## src/rtl/wave_display_multi.sv

```systemverilog
// Multi-channel scope trace renderer: overlays NUM_CH sample traces from a double-buffered
// sample RAM onto the VGA pixel stream, with a 2-cycle registered pipeline.
module wave_display_multi #(
  parameter int unsigned                 NUM_CH   = 2,
  parameter int unsigned                 SAMP_W   = 8,
  parameter int unsigned                 X_START  = 256,
  parameter int unsigned                 HSHIFT   = 1,
  parameter int unsigned                 Y_LIMIT  = 512,
  parameter int unsigned                 YSHIFT   = 1,
  parameter int unsigned                 Y_OFFSET = 32,
  parameter logic [24*NUM_CH-1:0]        COLORS   = {24'hFFFFFF, 24'h00FF00}
) (
  input  logic                  clk,
  input  logic                  reset,
  input  logic [10:0]           x,
  input  logic [9:0]            y,
  input  logic                  valid,
  input  logic                  pix_en,
  input  logic                  read_index,
  input  logic                  freeze,
  input  logic                  dot_mode,
  output logic [SAMP_W:0]       read_address,
  input  logic [8*NUM_CH-1:0]   read_value,
  output logic                  valid_pixel,
  output logic [7:0]            r,
  output logic [7:0]            g,
  output logic [7:0]            b
);

  localparam int unsigned WinW = 2 ** (SAMP_W + HSHIFT);
  localparam logic [11:0] XLo  = 12'(X_START);
  localparam logic [11:0] XHi  = 12'(X_START + WinW);
  localparam logic [10:0] YHi  = 11'(Y_LIMIT);

  // Stage 0: window decode and shared RAM address
  logic              disp_bank_q;
  logic [10:0]       x_off;
  logic [SAMP_W-1:0] idx;
  logic [9:0]        yc;
  logic              in_win;

  always_comb begin
    x_off  = x - 11'(X_START);
    idx    = SAMP_W'(x_off >> HSHIFT);
    yc     = y >> YSHIFT;
    in_win = valid & ({1'b0, x} >= XLo) & ({1'b0, x} < XHi) & ({1'b0, y} < YHi);
    read_address = in_win ? {disp_bank_q, idx} : '0;
  end

  // Stage 1: pixel attributes aligned with the RAM read latency
  logic              s1_valid_q;
  logic              s1_in_win_q;
  logic              s1_line_start_q;
  logic [SAMP_W-1:0] s1_idx_q;
  logic [9:0]        s1_yc_q;

  // Stage 2: per-channel trace state and hit test
  logic [NUM_CH-1:0][7:0] prev_q, prev_d;
  logic [NUM_CH-1:0][7:0] cur_q, cur_d;
  logic [SAMP_W-1:0]      last_idx_q, last_idx_d;
  logic [NUM_CH-1:0]      hit;
  logic                   upd;
  logic [23:0]            rgb_d;

  always_comb begin
    logic [7:0] p;
    logic [7:0] lo;
    logic [7:0] hi;
    prev_d     = prev_q;
    cur_d      = cur_q;
    last_idx_d = last_idx_q;
    hit        = '0;
    p          = '0;
    lo         = '0;
    hi         = '0;
    upd        = s1_valid_q & s1_in_win_q;
    for (int c = 0; c < int'(NUM_CH); c++) begin
      // 8-bit wrap on the offset add is intentional
      p = {1'b0, read_value[8*c+1 +: 7]} + 8'(Y_OFFSET);
      if (upd) begin
        if (s1_line_start_q) begin
          prev_d[c] = p;
          cur_d[c]  = p;
        end else if (s1_idx_q != last_idx_q) begin
          prev_d[c] = cur_q[c];
          cur_d[c]  = p;
        end
      end
      lo = (prev_d[c] < cur_d[c]) ? prev_d[c] : cur_d[c];
      hi = (prev_d[c] < cur_d[c]) ? cur_d[c] : prev_d[c];
      if (dot_mode) begin
        hit[c] = (s1_yc_q == {2'b00, cur_d[c]});
      end else begin
        hit[c] = (s1_yc_q >= {2'b00, lo}) && (s1_yc_q <= {2'b00, hi});
      end
    end
    if (upd) begin
      last_idx_d = s1_idx_q;
    end
  end

  // Lowest-numbered channel has priority, so scan downward and let it overwrite
  always_comb begin
    rgb_d = '0;
    for (int c = int'(NUM_CH) - 1; c >= 0; c--) begin
      if (hit[c]) begin
        rgb_d = COLORS[24*c +: 24];
      end
    end
  end

  always_ff @(posedge clk) begin
    if (reset) begin
      disp_bank_q     <= 1'b0;
      s1_valid_q      <= 1'b0;
      s1_in_win_q     <= 1'b0;
      s1_line_start_q <= 1'b0;
      s1_idx_q        <= '0;
      s1_yc_q         <= '0;
      prev_q          <= '0;
      cur_q           <= '0;
      last_idx_q      <= '0;
      valid_pixel     <= 1'b0;
      r               <= '0;
      g               <= '0;
      b               <= '0;
    end else begin
      // Bank only changes at the frame origin so a frame never mixes banks
      if (pix_en && (x == '0) && (y == '0) && !freeze) begin
        disp_bank_q <= read_index;
      end
      s1_valid_q <= pix_en;
      if (pix_en) begin
        s1_in_win_q     <= in_win;
        s1_line_start_q <= ({1'b0, x} == XLo);
        s1_idx_q        <= idx;
        s1_yc_q         <= yc;
      end
      prev_q     <= prev_d;
      cur_q      <= cur_d;
      last_idx_q <= last_idx_d;
      if (s1_valid_q) begin
        valid_pixel <= s1_in_win_q & (|hit);
        {r, g, b}   <= s1_in_win_q ? rgb_d : 24'h000000;
      end
    end
  end

endmodule
```

## config.mk

```make
export PLATFORM = sky130hd
export DESIGN_NAME = wave_display_multi
export DESIGN_NICKNAME = d
export VERILOG_FILES = /design/src/rtl/wave_display_multi.sv
export SDC_FILE = /design/constraint.sdc
export NUM_CORES = 1
export LEC_CHECK = 0
export BUFFER_PORTS_ARGS = -buffer_cell sky130_fd_sc_hd__buf_4
export CELL_PAD_IN_SITES_DETAIL_PLACEMENT = 0
export CELL_PAD_IN_SITES_GLOBAL_PLACEMENT = 1
export CORE_MARGIN = 4
export CORE_UTILIZATION = 43
export CTS_CLUSTER_SIZE = 16
export DETAILED_ROUTE_END_ITERATION = 12
export GPL_TIMING_DRIVEN = 0
export PLACE_DENSITY = 0.91
export REMOVE_ABC_BUFFERS = 1
export SLEW_MARGIN = 30
export SYNTH_ARGS = -nofsm -noshare
export SYNTH_HDL_FRONTEND = slang
export SYNTH_SLANG_ARGS = --single-unit
```

## constraint.sdc

```tcl
create_clock -name clk -period 6.5 [get_ports clk]
set_input_delay 0.325 -clock clk [delete_from_list [all_inputs] [get_ports clk]]
set_output_delay 0.325 -clock clk [all_outputs]
set_load 0.01 [all_outputs]
```

# After elaboration in Yosys (flattened, before gate mapping)

Index checks and enable logic that the tools add are counted.

Bits in registers: 86
Input port bits: 44
Output and inout port bits: 34

Muxes and demuxes: 22
Bitwise operators: 5
Equal/unequal tests: 4
Reductions and logical operators: 9
$add $sub $neg: 3
$lt $le $gt $ge: 9

Operators with widths:

| operator                                                            | count |
|---|---|
| 2-to-1 mux 8 bit                                                    | 16 |
| 2-to-1 mux 24 bit                                                   | 3 |
| equality test 9 x 8 -> 1 bit                                        | 2 |
| greater-or-equal comparator 9 x 8 -> 1 bit                          | 2 |
| less-or-equal comparator 9 x 8 -> 1 bit                             | 2 |
| adder 7 x 6 -> 8 bit (second input constant)                        | 2 |
| less-than comparator 8 bit                                          | 2 |
| equality test 11 x 9 -> 1 bit (second input constant)               | 1 |
| greater-or-equal comparator 11 x 9 -> 1 bit (second input constant) | 1 |
| logical NOT 11 bit                                                  | 1 |
| less-than comparator 11 x 10 -> 1 bit (second input constant)       | 1 |
| logical NOT 10 bit                                                  | 1 |
| less-than comparator 10 bit (second input constant)                 | 1 |
| 2-to-1 mux 9 bit                                                    | 1 |
| subtractor 9 bit (second input constant)                            | 1 |
| inequality test 8 bit                                               | 1 |
| AND 1 bit                                                           | 5 |
| logical AND 1 bit                                                   | 5 |
| 2-to-1 mux 1 bit                                                    | 2 |
| OR reduction 2 bit                                                  | 1 |
| logical NOT 1 bit                                                   | 1 |

# Depth between registers and ports, before layout

Gate-level depths: netlist of run 1.

Depth after elaboration: 12
Mapped depth: 28
Gate-level depth less buffers: 25

# Least setup slack after synthesis of run 1

No wires, ideal clock.

Kind: register to register
Start point: register s1_idx_q[4]
End point: register g[6]
Clock period less this slack: 4968 ps
Data required time: 6385 ps
Slack: 1532 ps
Data arrival time: 4852 ps
Cell stages (with the launch flop): 25
Path through: dfxtp_1 xnor2_1 nand4_2 o31ai_4 buf_4 buf_4 mux2i_1 ha_1 a21oi_1 o21ai_0 nor4_1 a21boi_2 buf_2 nor4_1 nor2_1 o21a_1 ha_1 nand2b_1 a21o_1 a21o_1 a21o_1 a21oi_1 o21ai_0 a22o_1 a31o_1

Word-level cells in the longest chain between the ends: 12

Ends and longest elaborated chain:

| what                                                                                                  | line   | source |
|---|---|---|
| from (decl)                                                                                           | 54     | `logic [SAMP_W-1:0] s1_idx_q;` |
| from (signal assigned)                                                                                | 136    | `s1_idx_q <= idx;` |
| inequality test 8 bit *                                                                               | 84     | `end else if (s1_idx_q != last_idx_q) begin` |
| 2-to-1 mux 8 bit                                                                                      | 84     |  |
| 2-to-1 mux 8 bit                                                                                      | 81     | `if (s1_line_start_q) begin` |
| 2-to-1 mux 8 bit                                                                                      | 80     | `if (upd) begin` |
| less-than comparator 8 bit                                                                            | 89, 90 |  |
| 2-to-1 mux 8 bit (on tied branches)                                                                   | 89, 90 |  |
| greater-or-equal comparator 9 x 8 -> 1 bit or less-or-equal comparator 9 x 8 -> 1 bit (tied branches) | 94     | `hit[c] = (s1_yc_q >= {2'b00, lo}) && (s1_yc_q <= {2'b00, hi});` |
| logical AND 1 bit                                                                                     | 94     |  |
| 2-to-1 mux 1 bit                                                                                      | 91     | `if (dot_mode) begin` |
| 2-to-1 mux 24 bit                                                                                     | 106    | `if (hit[c]) begin` |
| 2-to-1 mux 24 bit *                                                                                   | 106    |  |
| 2-to-1 mux 24 bit *                                                                                   | 144    | `{r, g, b} <= s1_in_win_q ? rgb_d : 24'h000000;` |
| to (signal assigned)                                                                                  | 144    |  |
| to (decl)                                                                                             | 26     | `output logic [7:0] g,` |

Mark *: on every way between the ends. The rest lies on a longest branch, timed or not.
A chain may end at the register's enable or synchronous reset.

==> summary by stage, run 1 <==
Timing
The worst path meets setup with between 0.3 and 0.4 ns of slack. The final worst clock skew is 0.00998 ns. Dividing the final minimum period by the clock period gives 0.951. The relative slew slack is 0.292.

The number of max-slew violations in the final report is 0. The count of final hold-check violations came to 0. Setup violations remaining at the end of the flow were counted as 0. For the pin with the worst max-slew slack, the measured transition is 1.05 ns.

The maximum achievable frequency is 162 MHz. The minimum period implied by the final worst setup slack is 6.18 ns. Summed over all failing endpoints, the final setup total negative slack is 0 ns.

GRT
The number of antenna violations at the first check in global routing is 0. The number of global-route vias before repair is 4984. The global routing usage summed across all routing layers is 0.213. The maximum number of pins on one net before global-route repair is 62.

The wire length of the first global-routing pass is approximately 25000 um. The total congestion overflow after global routing is 0.

Final layout
The post-layout instance count excluding filler cells is 835. The number of antenna diodes in the final layout is 0. The area growth from synthesis to final layout is 15.3%. The flip-flop and latch area is ~1300 um2. The layout filler cell count is 1142. The final standard cell area without fillers is 6070 um2. In the final layout, the share of cells above drive strength 1 is 0.177.

The post-layout net count is 773. The area of the multi-input gates is 3570 um2.

Setup path
The classification of the worst setup path is flip-flop to flip-flop. Of all nets on the critical path, the largest fanout is 16. The delay contributed by the slowest stage of the critical path is 0.59 ns. At the worst endpoint, the required time is about 6.7 ns.

By instance count, the cell type seen most on the critical path is sky130_fd_sc_hd__a21o_1. Data on the critical path arrives at its endpoint at 6.41 ns. STA classifies the critical path startpoint as a flip-flop. The critical-path cell with the highest stage delay is sky130_fd_sc_hd__nor4_2. STA classifies the critical path endpoint as a flip-flop.

Power
The power density of the placed cells is around 180 nW/um2. The worst-case IR drop observed on VDD is roughly 93 uV. For this design the static power due to leakage is 2.63 nW.

Clocking
The count of hold buffers inserted by post-cts repair is 0. The CTS sink count is 63. The total number of H-tree levels is 3. The clock root buffer master is sky130_fd_sc_hd__clkbuf_16. The largest buffer count on any clock path is 2. The clock insertion delay at the later pin of the skew report is 0.34 ns.

Counting the buffers created by CTS gives 9. The clock input transition at the sequential cells of the worst setup and hold paths is about 0.05 ns. TritonCTS built the clock tree.

Route
The final route contains ~5000 vias. The total wire length after detailed routing is 15200 um. In the final routed layout, each cell accounts on average for 18.2 um. The first routing iteration left 488 violations. The number of detailed-routing iterations run before antenna repair is 7.

The remaining antenna violation count after routing is 0. After detailed routing, the number of remaining DRC violations is 0. In the routed layout, each cell is associated on average with a via count of around 6.0.

Worst hold path
The tightest min-delay check is of the primary input to flip-flop type.

Placed design
The cell total after placement is 816. Prior to clock tree synthesis, the placed netlist has a worst setup slack of 0.162 ns. Input and output buffers added on the ports amount to 75. After detailed placement, the total cell area comes to 5710 um2. Once detailed placement completed, the half-perimeter wirelength came to 10900 um. The weighted congestion reported at the end of routability-driven placement is 0.941.

Floorplan
From bottom edge to top edge, the die measures 119 um. The die area is 14100 um2. During I/O placement, the number of pins put on the boundary was 78. The horizontal extent of the die is 119 um. The number of core rows is 40. The core footprint is 12000 um2. The initial core utilization is 0.439.

Synth
After technology mapping, the gate count stands at 657. The number of distinct library cell variants in the gate-level netlist after synthesis is between 60 and 70. Among all cell types in the netlist, the one instantiated most often is sky130_fd_sc_hd__nor2_1. The synthesized area divided by synthesized cell count is roughly 8.0 um2.

The synthesized design contains 63 register bits. The share of the Yosys chip area taken by registers is 0.239. Among all flip-flop cells after synthesis, the most frequent one is sky130_fd_sc_hd__dfxtp_1.

Counting flops with a built-in enable in the synthesized netlist gives 0. The Yosys step of the flow raised 0 warnings. The share of flip-flops with an asynchronous set or reset is 0.

By area the synthesized netlist is led by sky130_fd_sc_hd__dfxtp_1 24%, sky130_fd_sc_hd__ha_1 11%, sky130_fd_sc_hd__mux2i_1 7.6%. The cell type contributing the most total cell area after synthesis is sky130_fd_sc_hd__dfxtp_1. The cell area after synthesis is 5270 um2.

Sorting the synthesized cells by how often they occur yields 84 x sky130_fd_sc_hd__nor2_1, 63 x sky130_fd_sc_hd__dfxtp_1, 49 x sky130_fd_sc_hd__nand2_1, 46 x sky130_fd_sc_hd__a21oi_1, 46 x sky130_fd_sc_hd__ha_1. The area share of the largest cell type after synthesis is 0.239.

Job
The number of violations of the max-capacitance limit is 0.

Outcome
The run finished with clean final reports.
-- layout by cell type (no fill, tap or decap), types with 6 or more instances in the layout --
master / synthesis / final
sky130_fd_sc_hd__and2_1: 12 / 11
sky130_fd_sc_hd__inv_1: 26 / 26
sky130_fd_sc_hd__o21a_1: 6 / 6
sky130_fd_sc_hd__a221oi_1: 8 / 8
sky130_fd_sc_hd__nor2_1: 84 / 81
sky130_fd_sc_hd__nand2b_1: 7 / 7
sky130_fd_sc_hd__o22ai_1: 8 / 8
sky130_fd_sc_hd__buf_4: 26 / 77
sky130_fd_sc_hd__a21o_1: 11 / 11
sky130_fd_sc_hd__a211oi_1: 10 / 10
sky130_fd_sc_hd__nor2b_1: 7 / 7
sky130_fd_sc_hd__dfxtp_1: 63 / 62
sky130_fd_sc_hd__xor2_1: 9 / 9
sky130_fd_sc_hd__nor4_1: 10 / 9
sky130_fd_sc_hd__nand4_1: 7 / 7
sky130_fd_sc_hd__mux2i_1: 40 / 40
sky130_fd_sc_hd__a21oi_1: 46 / 46
sky130_fd_sc_hd__a22oi_1: 9 / 9
sky130_fd_sc_hd__nand2_1: 49 / 48
sky130_fd_sc_hd__o21ai_1: 7 / 7
sky130_fd_sc_hd__o21ai_0: 25 / 25
sky130_fd_sc_hd__clkbuf_16: 0 / 9
sky130_fd_sc_hd__ha_1: 46 / 46
sky130_fd_sc_hd__xnor2_1: 22 / 22
-- flip-flops by register name, indices dropped and copies added, names as in the netlist --
register         cells
cur_q               16
prev_q              16
s1_yc_q              9
last_idx_q           8
s1_idx_q             8
disp_bank_q          1
g                    1
r                    1
s1_in_win_q          1
s1_line_start_q      1
s1_valid_q           1
-- repair_timing --
action                     CTS  global route
resized for setup            0             5
buffers inserted             0             2
setup endpoints to repair    0             2
-- worst max-delay path: cells and delay by family, from the launching register on --
kind / cells / cell delay [ns]
AOI/OAI and AO/OA: 17 / 3.49
xor gates and xnor gates: 1 / 0.35
adders and majority gates: 2 / 0.51
buffers and inverters: 1 / 0.12
DFF: 1 / 0.33
and+or+nand+nor: 4 / 1.23
-- kinds of logic (layout without fill, tap and decap cells) --
group                    count (synthesis)  count (layout)  synth area share
AO/OA/AOI/OAI                          171             172             0.217
XOR/XNOR                                35              35            0.0639
adder cells (fa/ha/maj)                 46              46             0.109
buffers and inverters                   93             123            0.0931
flip-flops                              63              63             0.239
multiplexers                            47              47            0.0914
AND/OR/NAND/NOR                        202             202             0.186
-- cell type report --
type | instances | area share
Tap cell | 147 | 0.0303
Inverter | 26 | 0.0161
Multi-Input combinational cell | 502 | 0.589
Sequential cell | 63 | 0.208
Timing Repair Buffer | 81 | 0.106
Clock inverter | 2 | 0.00618
Clock buffer | 14 | 0.0451
-- through the flow --
step | hold slack [ns] | util | power [mW]
CTS | 0.229 | 0.501 | 1.11
detailed placement | 0.462 | 0.475 | 0.607
floorplan | 0.394 | - | 0.528
global route | 0.239 | 0.506 | 1.15
finish | 0.238 | 0.506 | 1.11
global placement | 0.455 | 0.468 | 0.601
-- path summary, 6_finish.rpt --
check	startpoint	end	slack, ns	depth (start not counted)
max	s1_idx_q[4]$_SDFFE_PP0P_	g[6]$_SDFFE_PP0P_	0.32	25
min	y[4]	s1_yc_q[3]$_SDFFE_PP0P_	0.24	3
max reg2reg	s1_idx_q[4]$_SDFFE_PP0P_	g[6]$_SDFFE_PP0P_	0.32	25
min reg2reg	last_idx_q[4]$_SDFFE_PP0P_	last_idx_q[4]$_SDFFE_PP0P_	0.47	2
-- routing by layer --
layer	global-route usage	up-vias	share of wire
li1	-	2391	-
met1	0.285	2383	0.44
met2	0.347	204	0.47
met3	0.0273	30	0.067
met4	0.0825	0	0.024
met5	0	-	0
-- power by group --
group	switching [mW]	leakage, nW	internal (mW)	total, mW
Clock	0.179	0.149	0.329	0.508
Sequential	0.0179	0.512	0.394	0.412
Combinational	0.109	1.97	0.0844	0.194
Total	0.306	2.63	0.807	1.11
No activity file was read; power rests on OpenSTA's default activity.
==> run 2, diff against run 1 <==
CORE_UTILIZATION = 39   (was 43)
PLACE_DENSITY = 0.87   (was 0.91)
clock period = 5.01 ns   (was 6.5 ns; I/O delays follow)
==> run 2 against run 1 <==
Effect of this change:
- final area rose by 15%
- critical endpoint is now r[6]$_SDFFE_PP0P_
- combinational power rose by 70%
- final cell count rose by 10%
==> summary by stage, run 2 (synthesized netlist as in run 1, its figures left out) <==
Power
The part of the total power dissipated in the clock network is 0.431 (was 0.456). The fraction of power spent switching nets is 0.297 (was 0.275). The net switching component of the power is 0.452 mW (was 0.306 mW). The worst-case vdd ir drop is 229 uV (was 92.6 uV). The part of the power in combinational logic is 0.216 (was 0.174). The power density of the placed cells is 219 nW/um2 (was 183 nW/um2). The leakage power of the design is 2.96 nW (was 2.63 nW). The internal cell power came to 1.07 mW (was 0.807 mW). The proportion of power drawn by flip-flops and latches is 0.352 (was 0.370).

Setup path
The largest fanout of any net on the critical path is 11 (was 16). The classification of the worst setup path was flip-flop to flip-flop (unchanged). The nature of the critical path endpoint is a flip-flop (unchanged). The kind of start point of the critical path is a flip-flop (unchanged). The kind of cell adding the most delay to the critical path is compound AO/OA/AOI/OAI gates (unchanged). The delay contributed by the slowest stage of the critical path is 0.36 ns (was 0.59 ns). The count of buffering cells on the critical path with inverters included is 4 (was 1). The number of cells on the worst reg-to-reg path is 27 (was 25). The required time of the critical path is 5.22 ns (was 6.72 ns). The critical register-to-register path endpoint is r[6]$_SDFFE_PP0P_ (was g[6]$_SDFFE_PP0P_). The data arrival time of the worst path came to 5.15 ns (was 6.41 ns). The worst reg2reg path startpoint was s1_idx_q[6]$_SDFFE_PP0P_ (was s1_idx_q[4]$_SDFFE_PP0P_). The critical-path cell with the highest stage delay was sky130_fd_sc_hd__a222oi_1 (was sky130_fd_sc_hd__nor4_2). The reg2reg setup slack is 0.07 ns (was 0.32 ns).

GRT
The global routing usage summed across all routing layers was 0.209 (was 0.213). The number of global-route vias before repair is 5108 (was 4984). The number of antenna violations at the first check in global routing is 0 (unchanged). The maximum number of pins on one net before global-route repair is 62 (unchanged). The total congestion overflow after global routing is 0 (unchanged). The wire length of the first global-routing pass was 26300 um (was 24600 um).

Final layout
The post-layout net count is 828 (was 773). The count of antenna diodes in the layout is 0 (unchanged). The final standard cell area without fillers is 6970 um2 (was 6070 um2). The proportion of layout cells with a drive suffix above 1 came to 0.311 (was 0.177).

The post-layout instance count excluding filler cells is 919 (was 835). Most frequent cells in the layout: 119 x sky130_fd_sc_hd__buf_4, 80 x sky130_fd_sc_hd__nor2_1, 49 x sky130_fd_sc_hd__dfxtp_1, 47 x sky130_fd_sc_hd__nand2_1, 41 x sky130_fd_sc_hd__ha_1 (was 81 x sky130_fd_sc_hd__nor2_1, 77 x sky130_fd_sc_hd__buf_4, 62 x sky130_fd_sc_hd__dfxtp_1, 48 x sky130_fd_sc_hd__nand2_1). The most frequent standard cell in the layout excluding fill and tap cells is sky130_fd_sc_hd__buf_4 (was sky130_fd_sc_hd__nor2_1). The area growth from synthesis to final layout is 32.3% (was 15.3%). Top Registers: cur_q x16, prev_q x16, s1_yc_q x9 (unchanged). The layout filler cell count is 1212 (was 1142).

Floorplan
The number of core rows was 42 (was 40). The horizontal extent of the die is 124 um (was 119 um). The core footprint was 13200 um2 (was 12000 um2). The initial core utilization is 0.398 (was 0.439). The total I/O pin count is 78 (unchanged). The die area is 15400 um2 (was 14100 um2). The die boundary height is 124 um (was 119 um).

Placed design
The weighted congestion reported at the end of routability-driven placement is 0.920 (was 0.941). The standard cell area after detailed placement came to 5740 um2 (was 5710 um2). The placed wire-length estimate is 11000 um (was 10900 um).

The cell total after placement came to 845 (was 816). The worst setup slack after placement is -1.13 ns (was 0.162 ns). The count of buffers from port buffering is 75 (unchanged).

Timing
The share of the clock period used by the worst path after layout is 0.987 (was 0.951). The slew at the pin closest to its max-slew limit is 1.12 ns (was 1.05 ns). The smallest setup slack after layout is 0.0656 ns (was 0.318 ns). The count of final hold-check violations is 0 (unchanged). The relative slew slack was 0.246 (was 0.292).

The final worst clock skew is 0.00966 ns (was 0.00998 ns). The post-route setup TNS was 0 ns (unchanged). The number of max-slew violations in the final report was 0 (unchanged).

The maximum achievable frequency is 202 MHz (was 162 MHz). Setup repair after global routing could not meet its margin everywhere. The minimum period implied by the final worst setup slack is 4.94 ns (was 6.18 ns).

The setup violation total in the final timing report was 0 (unchanged).

Route
The remaining antenna violation count after routing came to 0 (unchanged). The number of detailed-routing iterations run before antenna repair is 5 (was 7). The via count of the routed design is 5314 (was 5008).

The number of DRC markers in iteration 0 is 464 (was 488). The per-cell via count in the routed design is 5.78 (was 6.00). The DRC violation count after routing is 0 (unchanged). The total wire length after detailed routing is 17100 um (was 15200 um).

The average routed wire per standard cell is 18.6 um (was 18.2 um).

Clocking
The total number of H-tree levels was 3 (unchanged). The clock input transition at the sequential cells of the worst setup and hold paths is 0.06 ns (was 0.05 ns). The clock root buffer master is sky130_fd_sc_hd__clkbuf_16 (unchanged). The clock insertion delay at the later pin of the skew report is 0.35 ns (was 0.34 ns).

The count of hold buffers inserted by post-cts repair was 0 (unchanged). The CTS tree is done (unchanged). The number of CTS-inserted buffers is 9 (unchanged). The CTS sink count was 63 (unchanged). The largest buffer count on any clock path is 2 (unchanged).

Worst hold path
The path category of the worst min-delay check is primary input to flip-flop (unchanged). The start point of the worst min-delay path is x[8] (was y[4]). The cell depth of the worst min-delay path is 2 (was 3). The destination of the worst hold path is s1_idx_q[7]$_SDFFE_PP0P_ (was s1_yc_q[3]$_SDFFE_PP0P_).

Outcome
Status: finished clean (unchanged).

Job
The number of violations of the max-capacitance limit is 0 (unchanged).
==> run 2: metrics by stage <==
| step | utilization | hold slack, ns | power [mW] |
|---|---|---|---|
| 3_3_place_gp | 0.427 | 0.455 | 0.783 |
| 2_1_floorplan | - | 0.320 | 0.685 |
| 6_report | 0.526 | 0.135 | 1.52 |
| 4_1_cts | 0.495 | 0.127 | 1.49 |
| 3_5_place_dp | 0.433 | 0.463 | 0.790 |
| 5_1_grt | 0.526 | 0.152 | 1.58 |
==> run 2: area by class of cell <==
type                    count  area (um2)  area share
clock buffers              10         239      0.0343
clock inverters             6        67.6     0.00970
inverters                  26        97.6      0.0140
multi-input cells         504        3920       0.563
flip-flops and latches     63        1280       0.184
well taps                 176         220      0.0316
repair buffers            134        1140       0.164
==> run 2: routing by layer <==
layer / up-vias / GRT usage / part of all wire
met2: 280 / 0.326 / 0.45
met4: 0 / 0.0619 / 0.029
met5: - / 0 / 0
met3: 55 / 0.0576 / 0.090
li1: 2511 / - / -
met1: 2468 / 0.281 / 0.43
==> run 2: how the worst max path moves through the flow <==
stage | from | end | slack, ns | depth (start not counted)
2_1_floorplan | s1_line_start_q$_SDFFE_PP0P_ | g[6]$_SDFFE_PP0P_ | -0.62 | 20
3_3_place_gp | s1_line_start_q$_SDFFE_PP0P_ | g[6]$_SDFFE_PP0P_ | -2.71 | 22
3_5_place_dp | s1_idx_q[6]$_SDFFE_PP0P_ | g[6]$_SDFFE_PP0P_ | -1.13 | 25
4_1_cts | s1_idx_q[7]$_SDFFE_PP0P_ | g[6]$_SDFFE_PP0P_ | 0.002 | 27
5_1_grt | last_idx_q[7]$_SDFFE_PP0P_ | r[6]$_SDFFE_PP0P_ | -0.21 | 29
6_report | s1_idx_q[6]$_SDFFE_PP0P_ | r[6]$_SDFFE_PP0P_ | 0.07 | 27
==> run 2: power by group through the flow <==
stage	clock network (mW)	registers, mW	logic (mW)
2_1_floorplan	0	0.536	0.149
5_1_grt	0.687	0.538	0.352
4_1_cts	0.665	0.535	0.294
3_5_place_dp	0	0.544	0.246
6_report	0.657	0.537	0.329
3_3_place_gp	0	0.544	0.239
==> run 2: what timing repair did <==
action                     CTS  global route
setup endpoints to repair    2             2
gates cloned                 4             0
resized for setup           48            40
pin swaps                   21            36
setup buffers               29            26
